[src/rtl/logic_cell_pkg.sv]
// Shared types and the per-lane evaluation function for logic_cell_pipe.
package logic_cell_pkg;

  typedef enum logic [1:0] {
    MODE_AOR_AND = 2'b00,
    MODE_AAND_OR = 2'b01,
    MODE_XOR     = 2'b10,
    MODE_NOT     = 2'b11
  } lc_mode_e;

  localparam int unsigned LC_STATS_W = 16;

  // Evaluates one bit lane. All modes are bitwise, so lanes are independent
  // and the caller applies this across any operand width. Returns {x, y}.
  function automatic logic [1:0] lc_eval(input lc_mode_e mode, input logic a,
                                         input logic b, input logic c, input logic d);
    logic [1:0] r;
    r = 2'b00;
    case (mode)
      MODE_AOR_AND: r = {a | (b & c), b & d};
      MODE_AAND_OR: r = {a & (b | c), b | d};
      MODE_XOR:     r = {a ^ (b & c), b ^ d};
      MODE_NOT:     r = {~(a | (b & c)), ~(b & d)};
      default:      r = 2'b00;
    endcase
    return r;
  endfunction

endpackage

[src/rtl/lc_result_fifo.sv]
// Synchronous result FIFO with a registered head entry. The head register
// holds the last popped value once the queue drains.
module lc_result_fifo #(
  parameter int unsigned DATA_W = 16,
  parameter int unsigned DEPTH  = 4,
  localparam int unsigned PTR_W = $clog2(DEPTH),
  localparam int unsigned CNT_W = $clog2(DEPTH) + 1
) (
  input  logic              clk,
  input  logic              reset,
  input  logic              push,
  input  logic              pop,
  input  logic [DATA_W-1:0] wdata,
  output logic [DATA_W-1:0] rdata,
  output logic              full,
  output logic              empty,
  output logic [CNT_W-1:0]  count
);

  logic [DATA_W-1:0] mem_q [DEPTH];
  logic [PTR_W-1:0]  rd_ptr_q, rd_ptr_d, wr_ptr_q, wr_ptr_d;
  logic [CNT_W-1:0]  count_q, count_d;
  logic [DATA_W-1:0] head_q, head_d;
  logic              full_q, full_d, empty_q, empty_d;
  logic              push_ok, pop_ok;

  // Next-state for pointers, occupancy, flags and the head register.
  always_comb begin
    push_ok  = push & ~full_q;
    pop_ok   = pop & ~empty_q;
    rd_ptr_d = rd_ptr_q + PTR_W'(pop_ok);
    wr_ptr_d = wr_ptr_q + PTR_W'(push_ok);
    count_d  = count_q + CNT_W'(push_ok) - CNT_W'(pop_ok);
    full_d   = (count_d == CNT_W'(DEPTH));
    empty_d  = (count_d == '0);
    head_d   = head_q;
    // The slot being written becomes the head only when the queue is empty
    // or its single entry is leaving in the same cycle.
    if (push_ok && (wr_ptr_q == rd_ptr_d)) begin
      head_d = wdata;
    end else if (pop_ok && !empty_d) begin
      head_d = mem_q[rd_ptr_d];
    end
  end

  // State registers, asynchronously cleared.
  always_ff @(posedge clk or posedge reset) begin
    if (reset) begin
      rd_ptr_q <= '0;
      wr_ptr_q <= '0;
      count_q  <= '0;
      head_q   <= '0;
      full_q   <= 1'b0;
      empty_q  <= 1'b1;
    end else begin
      rd_ptr_q <= rd_ptr_d;
      wr_ptr_q <= wr_ptr_d;
      count_q  <= count_d;
      head_q   <= head_d;
      full_q   <= full_d;
      empty_q  <= empty_d;
    end
  end

  // Storage array; contents are don't-care until written.
  always_ff @(posedge clk) begin
    if (push_ok) begin
      mem_q[wr_ptr_q] <= wdata;
    end
  end

  assign rdata = head_q;
  assign full  = full_q;
  assign empty = empty_q;
  assign count = count_q;

endmodule

[src/rtl/logic_cell_pipe.sv]
// Registered, flow-controlled two-output logic cell.
// Optional macro LOGIC_CELL_STATS_EN adds a saturating pop_count output.
module logic_cell_pipe
  import logic_cell_pkg::*;
#(
  parameter int unsigned WIDTH = 8,
  parameter int unsigned DEPTH = 4,
  localparam int unsigned CNT_W = $clog2(DEPTH) + 1
) (
  input  logic             clk,
  input  logic             reset,
  input  logic             in_valid,
  output logic             in_ready,
  input  logic [1:0]       mode,
  input  logic [WIDTH-1:0] a,
  input  logic [WIDTH-1:0] b,
  input  logic [WIDTH-1:0] c,
  input  logic [WIDTH-1:0] d,
  output logic             out_valid,
  input  logic             out_ready,
  output logic [WIDTH-1:0] x,
  output logic [WIDTH-1:0] y,
  output logic [CNT_W-1:0] occupancy
`ifdef LOGIC_CELL_STATS_EN
  ,
  output logic [LC_STATS_W-1:0] pop_count
`endif
);

  logic               push, pop, full, empty;
  logic [WIDTH-1:0]   x_new, y_new;
  logic [2*WIDTH-1:0] head;

  assign in_ready  = ~full;
  assign out_valid = ~empty;
  assign push      = in_valid & in_ready;
  assign pop       = out_valid & out_ready;

  // Lane-by-lane evaluation of the incoming beat.
  always_comb begin
    x_new = '0;
    y_new = '0;
    for (int i = 0; i < int'(WIDTH); i++) begin
      {x_new[i], y_new[i]} = lc_eval(lc_mode_e'(mode), a[i], b[i], c[i], d[i]);
    end
  end

  lc_result_fifo #(
    .DATA_W (2 * WIDTH),
    .DEPTH  (DEPTH)
  ) u_fifo (
    .clk   (clk),
    .reset (reset),
    .push  (push),
    .pop   (pop),
    .wdata ({x_new, y_new}),
    .rdata (head),
    .full  (full),
    .empty (empty),
    .count (occupancy)
  );

  assign x = head[2*WIDTH-1:WIDTH];
  assign y = head[WIDTH-1:0];

`ifdef LOGIC_CELL_STATS_EN
  logic [LC_STATS_W-1:0] pop_count_q, pop_count_d;

  // Saturating count of popped results.
  always_comb begin
    pop_count_d = pop_count_q;
    if (pop && (pop_count_q != '1)) begin
      pop_count_d = pop_count_q + LC_STATS_W'(1);
    end
  end

  // Pop counter register.
  always_ff @(posedge clk or posedge reset) begin
    if (reset) begin
      pop_count_q <= '0;
    end else begin
      pop_count_q <= pop_count_d;
    end
  end

  assign pop_count = pop_count_q;
`endif

endmodule

[config.mk]
export PLATFORM = sky130hd
export DESIGN_NAME = logic_cell_pipe
export DESIGN_NICKNAME = d
export VERILOG_FILES = /design/src/rtl/logic_cell_pkg.sv /design/src/rtl/lc_result_fifo.sv /design/src/rtl/logic_cell_pipe.sv
export SDC_FILE = /design/constraint.sdc
export NUM_CORES = 1
export LEC_CHECK = 0
export ABC_AREA = 1
export CELL_PAD_IN_SITES_DETAIL_PLACEMENT = 1
export CELL_PAD_IN_SITES_GLOBAL_PLACEMENT = 1
export CORE_MARGIN = 8
export CORE_UTILIZATION = 35
export CTS_CLUSTER_DIAMETER = 80
export CTS_CLUSTER_SIZE = 12
export DETAILED_ROUTE_END_ITERATION = 10
export PLACE_DENSITY_LB_ADDON = 0.1
export SLEW_MARGIN = 10
export SYNTH_ARGS = -nofsm -noshare
export SYNTH_HDL_FRONTEND = slang
export SYNTH_HIERARCHICAL = 1
export SYNTH_SLANG_ARGS = --single-unit
[constraint.sdc]
create_clock -name clk -period 5.3 [get_ports clk]
set_input_delay 1.06 -clock clk [delete_from_list [all_inputs] [get_ports clk]]
set_output_delay 1.06 -clock clk [all_outputs]
set_load 0.005 [all_outputs]
==> results_dict.tcl <==
set metrics [dict create \
    seqCellArea_um2 2550 \
    fill_cells 1691 \
    period_share_pct 74.5 \
    antenna_found_initial 0 \
    syn-cell-area_um2 5080 \
    grt_util_met1_pct 19.0 \
    crit_path_start_kind "primary input" \
    finalNetCount 723 \
    p_leak_uw 0.00291 \
    wl_per_cell_um 15.4 \
    cts_made_buffers 9 \
    cts_max_path_buffers 2 \
    multiInputGateArea_um2 2060 \
    grt_max_degree 34 \
    synth-main-ff-cell "edfxtp_1" \
    grt_overflow 0 \
    cts_tree "done" \
    drv_cap 0 \
    yosysMostFrequentCell "nand2_1" \
    cts_sinks 89 \
    drt-initial-drc-count 207 \
    ys_seq_area_share_pct 50.2 \
    drt_pass1_iterations 4 \
    rows 44 \
    cp-end-kind "register" \
    max_freq_ghz 0.253 \
    cts_hold_buf 0 \
    hold_slack_ns 0.516 \
    diodes 0 \
    die_h_um 136 \
    ant_nets 0 \
    start_util_pct 35.3 \
    postSynthAreaPerCell_um2 8.34 \
    core_area_um2 14400 \
    die_x_um 136 \
    routed_wl_um 13000 \
    finClkSkew_ns 0.00363 \
    clk_pin_slew_ns 0.06 \
    setup_violations 0 \
    drc 0 \
    powerDensity_nw_per_um2 520 \
    peakVddDrop_uv 175 \
    busiest_layer "met2" \
    post-route-min-period_ns 3.95 \
    post-dp-hpwl_um 9220 \
    ctsHtreeMaxLevel 3 \
    yosys.area.top_type_share_pct 37.8 \
    use_met3_pct 2.96 \
    via_per_inst 4.71 \
    p_seq_share_pct 33.2 \
    intPower_uw 1820 \
    switchingPower_uw 1330 \
    place_inst 830 \
    met2_usage_pct 24.5 \
    post_cts_buffers 0 \
    drive_gt1_share_pct 5.89 \
    relSlewSlack_pct 32.3 \
    p_total_uw 3150 \
    ys_types 26 \
    port_buffers 58 \
    yosys_warnings 6 \
    hold_path_class "reg2reg" \
    fin_setup_tns_ns 0 \
    cp.required_ns 5.53 \
    routabilityCongestion 0.762 \
    sw_frac_of_total_pct 42.2 \
    rsz0062_at_grt "no" \
    pwr-share-clk_pct 19.6 \
    ys_ff_latch 89 \
    synth_edf_count 64 \
    finalMaxSlewViolations 0 \
    fin_util_pct 42.2 \
    synth.area.top_cells "edfxtp_1 (38%), nand2_1 (20%), dfrtp_1 (12%), nand3_1 (8.1%), ha_1 (6.7%)" \
    finalHoldViolCount 0 \
    synthTopCellsByCount "nand2_1 (267), inv_1 (82), nand3_1 (82), edfxtp_1 (64), ha_1 (27)" \
    synth-async-reset-ratio_pct 28.1 \
    cp_max_fo 17 \
    cts-root-buf "clkbuf_16" \
    pin_count 59 \
    insertion_delay_ns 0.34 \
    instances_no_fill 846 \
    vias 3982 \
    dieArea_um2 18600 \
    worstPathArrival_ns 4.18 \
    grt_pass1_wl_um 21400 \
    tightest_slew_ns 1.02 \
    syn_nets 675 \
    grt_pass1_vias 4215 \
    yosysTopAreaCell "edfxtp_1" \
    grt_usage_pct 14.8 \
    syn_inst 609 \
    syn2layout_area_growth_pct 19.4 \
    status "finished clean" \
    share_comb_of_total_power_pct 47.1 \
    cts_resized 0 \
    crit_type "in2reg" \
]
-- cell type report --
| class | count | share of cell area [%] |
|---|---|---|
| clock inverter | 7 | 1.01 |
| clock buffer | 9 | 3.71 |
| inverter | 85 | 5.34 |
| tap | 184 | 3.80 |
| timing repair buffer | 63 | 10.2 |
| sequential | 89 | 42.0 |
| multi-input combinational | 409 | 33.9 |
-- placed cells by master, fill, tap and decap left out --
master / n
inv_1: 82
nand3_2: 2
clkdlybuf4s50_1: 58
nand4_1: 8
a21boi_0: 1
edfxtp_1: 64
nor3_1: 1
clkinvlp_4: 1
dfstp_2: 1
nor2_4: 1
clkinv_1: 1
nor3_4: 4
inv_2: 2
nor2_1: 4
clkbuf_16: 9
inv_6: 1
nand2_2: 4
clkinv_2: 4
nand3_1: 82
xnor2_1: 1
ha_1: 27
fa_1: 1
dfrtp_1: 24
xor2_1: 1
nor2_8: 2
buf_4: 5
nand2_1: 267
bufinv_16: 1
or2_0: 1
nand2_4: 2
-- cells by family after synthesis --
family / count (synthesis) / synth area share (%)
compound gates: 1 / 0.148
xor+xnor: 2 / 0.345
fa+ha+maj: 28 / 7.05
buf+inv: 111 / 10.2
flops: 89 / 50.2
simple gates: 378 / 32.1
-- registers in the layout, summed over array words and instances (netlist names) --
signal and flops:
u_fifo/mem_q 64, u_fifo/empty 1, u_fifo/rd_ptr_q 2, u_fifo/wr_ptr_q 2, u_fifo/count 3, u_fifo/rdata 16, u_fifo/full 1
-- worst paths after layout --
path / slack [ns] / endpoint / cells past startpoint / from
min in group asynchronous: 1.25 / u_fifo/rdata[5] / 2 / reset
max in group asynchronous: 3.47 / u_fifo/rdata[13] / 2 / reset
min: 0.52 / u_fifo/rdata[6] / 2 / u_fifo/rdata[6]
max reg2reg: 2.13 / u_fifo/rdata[6] / 14 / u_fifo/full
max: 1.35 / u_fifo/rdata[6] / 16 / in_valid
min reg2reg: 0.52 / u_fifo/rdata[6] / 2 / u_fifo/rdata[6]
-- power groups by stage --
stage / Sequential (uW) / Combinational, uW / Clock [uW]
after floorplan: 1040 / 1020 / 0
after detailed placement: 1070 / 1510 / 0
after global routing: 1070 / 1710 / 667
final: 1050 / 1490 / 618
after CTS: 1050 / 1520 / 638
after global placement: 1060 / 1470 / 0
-- worst max-delay path, cell delays in order --
cell and delay [ns]:
clkdlybuf4s50_1 0.39, inv_1 0.05, nor2_1 0.03, inv_1 0.04, or2_0 0.76, xnor2_1 0.20
ha_1 0.17, inv_1 0.05, fa_1 0.47, inv_1 0.05, nor2_1 0.11, nand3_1 0.13
nand2_2 0.28, nand2_4 0.19, nand2_1 0.13, nand2_1 0.05
-- per-stage QoR --
step	worst slack [ns]	instance area (um2)
after floorplan	2.18	5080
after global placement	1.06	5780
after detailed placement	0.982	5780
after CTS	1.34	6060
after global routing	0.980	6060
final	1.35	6060
-- per-layer routing --
layer | up-vias | routed length (um)
met4 | 0 | 150
met3 | 12 | 572
met1 | 1876 | 6300
li1 | 2012 | -
met5 | - | 0
met2 | 82 | 5980
(Power assumes the default switching activity.)
